`src/rtl/wb_pkg.sv`:
```
// Wishbone B4 cycle/burst encodings and slave state, shared by slaves and the burst master.
package wb_pkg;
    typedef enum logic [2:0] {
        CTI_CLASSIC = 3'b000,
        CTI_INCR    = 3'b010,
        CTI_EOB     = 3'b111
    } cti_t;

    typedef enum logic [1:0] {
        BTE_LINEAR = 2'b00,
        BTE_WRAP4  = 2'b01,
        BTE_WRAP8  = 2'b10,
        BTE_WRAP16 = 2'b11
    } bte_t;

    typedef enum logic [1:0] {
        ST_IDLE    = 2'b00,
        ST_CLASSIC = 2'b01,
        ST_BURST   = 2'b10
    } slave_state_t;
endpackage

```
`src/rtl/wb_burst_addr_gen.sv`:
```
// Next beat address for linear and wrapping Wishbone bursts.
module wb_burst_addr_gen
    import wb_pkg::*;
#(
    parameter int ADDR_WIDTH = 4
) (
    input  logic [ADDR_WIDTH-1:0] addr,
    input  logic [1:0]            bte,
    output logic [ADDR_WIDTH-1:0] next_addr
);
    logic [ADDR_WIDTH-1:0] inc;
    logic [ADDR_WIDTH-1:0] wrap_mask;

    // Bits inside wrap_mask come from the incremented address, the rest are held.
    always_comb begin
        inc = addr + ADDR_WIDTH'(1);
        case (bte)
            BTE_WRAP4:  wrap_mask = ADDR_WIDTH'(3);
            BTE_WRAP8:  wrap_mask = ADDR_WIDTH'(7);
            BTE_WRAP16: wrap_mask = ADDR_WIDTH'(15);
            default:    wrap_mask = '1;
        endcase
        next_addr = (addr & ~wrap_mask) | (inc & wrap_mask);
    end
endmodule

```
`src/rtl/wb_burst_slave_mem.sv`:
```
// Wishbone B4 slave memory with classic cycles and registered-feedback incrementing bursts.
// state      | meaning
// ST_IDLE    | waiting for cyc_i & stb_i
// ST_CLASSIC | single response cycle (classic beat or last burst beat); bus not sampled
// ST_BURST   | burst open; each strobed edge is a beat at the internal counter
module wb_burst_slave_mem
    import wb_pkg::*;
#(
    parameter int ADDR_WIDTH = 4,
    parameter int DATA_WIDTH = 32,
    parameter int SEL_WIDTH  = DATA_WIDTH / 8,
    parameter int DEPTH      = 8
) (
    input  logic                  clk_i,
    input  logic                  rst_i,
    input  logic                  cyc_i,
    input  logic                  stb_i,
    input  logic                  we_i,
    input  logic [ADDR_WIDTH-1:0] adr_i,
    input  logic [DATA_WIDTH-1:0] dat_i,
    input  logic [SEL_WIDTH-1:0]  sel_i,
    input  logic [2:0]            cti_i,
    input  logic [1:0]            bte_i,
    output logic [DATA_WIDTH-1:0] dat_o,
    output logic                  ack_o,
    output logic                  err_o,
    output logic                  busy_o
);
    localparam int                  IDX_W   = (DEPTH > 1) ? $clog2(DEPTH) : 1;
    localparam logic [ADDR_WIDTH:0] DEPTH_L = (ADDR_WIDTH + 1)'(DEPTH);

    slave_state_t          state;
    logic [ADDR_WIDTH-1:0] cnt;
    logic [ADDR_WIDTH-1:0] beat_addr;
    logic [ADDR_WIDTH-1:0] next_addr;
    logic [IDX_W-1:0]      idx;
    logic                  beat;
    logic                  in_range;
    logic                  last_beat;
    logic [DATA_WIDTH-1:0] mem [DEPTH];

    assign beat      = cyc_i & stb_i & (state != ST_CLASSIC);
    assign beat_addr = (state == ST_BURST) ? cnt : adr_i;
    assign idx       = beat_addr[IDX_W-1:0];
    assign in_range  = {1'b0, beat_addr} < DEPTH_L;
    // Outside a burst only CTI_INCR opens one; inside, classic or end-of-burst closes it.
    assign last_beat = (state == ST_BURST) ? ((cti_i == CTI_EOB) || (cti_i == CTI_CLASSIC))
                                           : (cti_i != CTI_INCR);

    wb_burst_addr_gen #(
        .ADDR_WIDTH(ADDR_WIDTH)
    ) u_addr_gen (
        .addr      (beat_addr),
        .bte       (bte_i),
        .next_addr (next_addr)
    );

    always_ff @(posedge clk_i or negedge rst_i) begin
        if (!rst_i) begin
            state  <= ST_IDLE;
            cnt    <= '0;
            ack_o  <= 1'b0;
            err_o  <= 1'b0;
            busy_o <= 1'b0;
            dat_o  <= '0;
        end else begin
            ack_o <= 1'b0;
            err_o <= 1'b0;
            dat_o <= '0;

            case (state)
                ST_IDLE: begin
                    if (beat) begin
                        state  <= last_beat ? ST_CLASSIC : ST_BURST;
                        cnt    <= next_addr;
                        busy_o <= 1'b1;
                    end
                end
                ST_CLASSIC: begin
                    state  <= ST_IDLE;
                    busy_o <= 1'b0;
                end
                ST_BURST: begin
                    if (!cyc_i) begin
                        state  <= ST_IDLE;
                        busy_o <= 1'b0;
                    end else if (stb_i) begin
                        cnt <= next_addr;
                        if (last_beat) state <= ST_CLASSIC;
                    end
                end
                default: begin
                    state  <= ST_IDLE;
                    busy_o <= 1'b0;
                end
            endcase

            // A beat never issues when cyc_i is low, so an abort gives no response.
            if (beat) begin
                if (in_range) begin
                    ack_o <= 1'b1;
                    if (we_i) begin
                        for (int b = 0; b < SEL_WIDTH; b++) begin
                            if (sel_i[b]) mem[idx][8*b +: 8] <= dat_i[8*b +: 8];
                        end
                    end else begin
                        dat_o <= mem[idx];
                    end
                end else begin
                    err_o <= 1'b1;
                end
            end
        end
    end
endmodule

```
`config.mk`:
```
export PLATFORM = sky130hd
export DESIGN_NAME = wb_burst_slave_mem
export DESIGN_NICKNAME = d
export VERILOG_FILES = /design/src/rtl/wb_pkg.sv /design/src/rtl/wb_burst_addr_gen.sv /design/src/rtl/wb_burst_slave_mem.sv
export SDC_FILE = /design/constraint.sdc
export NUM_CORES = 1
export LEC_CHECK = 0
export ABC_AREA = 1
export ABC_CLOCK_PERIOD_IN_PS = 2900
export BUFFER_PORTS_ARGS = -buffer_cell sky130_fd_sc_hd__buf_2
export CELL_PAD_IN_SITES_DETAIL_PLACEMENT = 0
export CELL_PAD_IN_SITES_GLOBAL_PLACEMENT = 1
export CORE_ASPECT_RATIO = 2
export CORE_MARGIN = 2
export CORE_UTILIZATION = 48
export CTS_CLUSTER_DIAMETER = 100
export DETAILED_ROUTE_END_ITERATION = 8
export PLACE_DENSITY = 0.85
export SLEW_MARGIN = 20
export SYNTH_ARGS = -nofsm -noshare
export SYNTH_HDL_FRONTEND = slang
export SYNTH_SLANG_ARGS = --single-unit
```
`constraint.sdc`:
```
create_clock -name clk_i -period 2.9 [get_ports clk_i]
set_input_delay 0.435 -clock clk_i [delete_from_list [all_inputs] [get_ports clk_i]]
set_output_delay 0.435 -clock clk_i [all_outputs]
set_load 0.1 [all_outputs]
```
==> qor.csv <==
stage;metric;value;unit
clock_tree;CTS root buf;clkbuf_16;
clock_tree;# resized after CTS;0;
clock_tree;CTS tree;built;
layout;synthesis-to-finish area growth;14.68;%
clock_tree;Post-CTS Setup Bufs;0;
synth;syn_nets;1133;
setup_path;Critical Path Sink Type;register;
floorplanning;Rows;82;
synth;Synth Area in Adders;0.002056;
worst_hold_path;hold crit path type;in2async;
placement;number of port buffers;84;
outcome;outcome;completed;
placement;gpl congestion;0.8674;
layout;nets@finish;1236;
synth;post-synth top area share;0.6316;
global_routing;GR Overflow Total;0;
synth;register area share after synthesis;0.7159;
synth;compound-gate portion of the synthesized area;0.005962;
clock_tree;H-tree Lvls;1;
setup_path;worst path required time;3.07;ns
detailed_routing;Vias/cell;5.331;
synth;largest family of logic cells by synthesized area;simple AND/OR/NAND/NOR gates;
clock_tree;CTS buffer count;25;
floorplanning;I/O pin count;85;
power_and_ir_drop;Peak VDD IR;0.0003734;V
sta;measured slew at the worst slew-check pin;0.7775;ns
synth;Synth Flop Type;edfxtp_1;
sta;Setup-failing EPs final;0;
setup_path;Startpoint Class;register;
sta;Rel. slew slack;0.4798;
floorplanning;Core Area;25030;sq um
synth;Post-Synthesis Cell Area;12170;sq um
synth;top cell type by total area after synthesis;edfxtp_1;
sta;final period utilization;0.8562;
job;max-cap violations;0;
global_routing;global-route wire length before repair;45.07;mm
detailed_routing;initial DRC count;635;
sta;Worst Skew;0.02270;ns
synth;Mapped Cells;1081;
detailed_routing;Final ANT Viol Nets;0;
floorplanning;Die Span Y;229.2;um
synth;Seq cells post-synth;297;
layout;share of layout cells above drive strength 1;0.1514;
setup_path;crit-path max FO;28;
synth;YS warnings;0;
detailed_routing;final WL;29.86;mm
layout;diodes inserted;0;
sta;final hold vios;0;
sta;fmax;402.7;MHz
synth;synth top area cells;edfxtp_1 (63%), dfrtp_1 (8.4%), nand2_1 (7.3%);
clock_tree;Worst-Skew Late Latency;0.54;ns
placement;placed instance area;13060;sq um
detailed_routing;DR pass1 iterations;5;
sta;max-slew violations;0;
synth;Distinct cells, synth;27;
global_routing;Total Routing Usage GR;0.2286;
synth;Post-synth ARST share;0.1380;
sta;Final min period;2.483;ns
global_routing;vias in the first global route;8236;
floorplanning;initial core utilization;0.4862;
synth;mux cell area share after synthesis;0;
setup_path;Setup Crit Path Kind;reg2reg;
sta;RSZ-0062 raised after global routing;no;
detailed_routing;DRC viols;0;
sta;setup TNS;0;ns
detailed_routing;via count;8199;
clock_tree;Max Buffers Root-to-Sink;3;
power_and_ir_drop;static leakage;5.796;nW
placement;hpwl dp;19.85;mm
clock_tree;Worst-path clk slew;0.07;ns
floorplanning;total die area;26720;sq um
detailed_routing;wire per inst;19.41;um
global_routing;pin count of the biggest net entering global routing;66;
setup_path;Worst EP arrival;2.66;ns
global_routing;initial antenna violation count;0;
power_and_ir_drop;PwrDens;738.6;nW/um^2
synth;Post-synth EDFFs;256;
synth;XOR/XNOR Fraction of Synth Area;0.0007196;
synth;Synth Area in Simple Gates;0.2074;
clock_tree;# clock sinks;297;
clock_tree;CTS Hold Buffers Added;0;
layout;design area;13960;sq um
synth;Syn Area/Cell;11.26;sq um
floorplanning;die width;116.6;um
[cells in the mapped netlist, types with 3 or more instances]
cell and count:
nand2_1 238, nor2_1 145, nand4_1 69, dfrtp_1 41, clkbuf_1 3, nand3_1 112
o21ai_0 7, inv_2 3, buf_4 10, buf_2 33, buf_6 3, edfxtp_1 256
nand2_2 5, inv_1 138
[cell families (layout without fill, tap and decap cells)]
family                     Yosys count  in the layout
adders and majority gates            2              2
xor gates and xnor gates             1              1
and+or+nand+nor                    576            576
AOI/OAI and AO/OA                   12             12
buffers and inverters              193            314
DFF                                297            297
[per-stage QoR]
stage | setup slack (ns) | util | power, mW | hold slack, ns | instances
floorplan | 0.7870 | - | 6.118 | 0.1394 | 1081
detailed placement | 0.4551 | 0.5216 | 6.675 | 0.5045 | 1493
global placement | 0.5416 | 0.5216 | 6.659 | 0.5004 | 1493
CTS | 0.4417 | 0.5576 | 10.34 | 0.1138 | 1538
global route | 0.2735 | 0.5576 | 10.67 | 0.1240 | 1538
finish | 0.4170 | 0.5576 | 10.31 | 0.09539 | 1538
[per-layer routing]
metal	GRT usage	wire, um
met5	0	0
met4	0.1213	1620
met3	0.02302	1466
met2	0.4181	16320
met1	0.2545	10450
[worst paths after layout]
kind,startpoint,end,slack (ns),cells past startpoint
max,state[1],mem[7][11],0.42,5
max reg2reg,state[1],mem[7][11],0.42,5
min in group clk_i,cyc_i,state[0],0.17,3
max in group asynchronous,rst_i,dat_o[0],2.32,2
min reg2reg,busy_o,busy_o,0.52,2
min,rst_i,dat_o[11],0.1,2
[placed cells by master (no fill, tap or decap), drive strengths merged]
cell      count
o2111ai       1
clkinvlp      1
o21ai         8
inv         141
dfrtp        41
bufinv        7
clkinv        8
edfxtp      256
nand3       114
buf         127
ha            2
nor2        146
a21o          1
nand2       245
a211oi        1
a21oi         1
nand4        69
clkbuf       30
nand3b        2
xor2          1
[state kept, by name (all words and copies together), names as in the netlist]
register,flops
cnt,4
busy_o,1
dat_o,32
state,2
ack_o,1
mem,256
err_o,1
[layout make-up]
cell class / instances / area (sq um)
repair buffers: 127 / 743.2
fillers: 2179 / 11080
flip-flops and latches: 297 / 8713
clock inverters: 15 / 246.5
well taps: 336 / 420.4
inverters: 142 / 534.3
clock buffers: 30 / 654.4
multi-input cells: 591 / 2646
[critical path, stage by stage, from the launching register on]
cell and delay [ns]:
dfrtp_1 0.51, nand2_4 0.20, nand2_1 0.11, nand2_4 0.31, nand3_2 0.32, nor2_1 0.64
[where the power goes]
| part | leakage (nW) | internal [mW] | switching, mW |
|---|---|---|---|
| registers | 2.86 | 4.70 | 0.0427 |
| clock network | 0.435 | 2.23 | 1.49 |
| logic | 2.50 | 0.422 | 1.43 |
No activity file was read; power rests on OpenSTA's default activity.
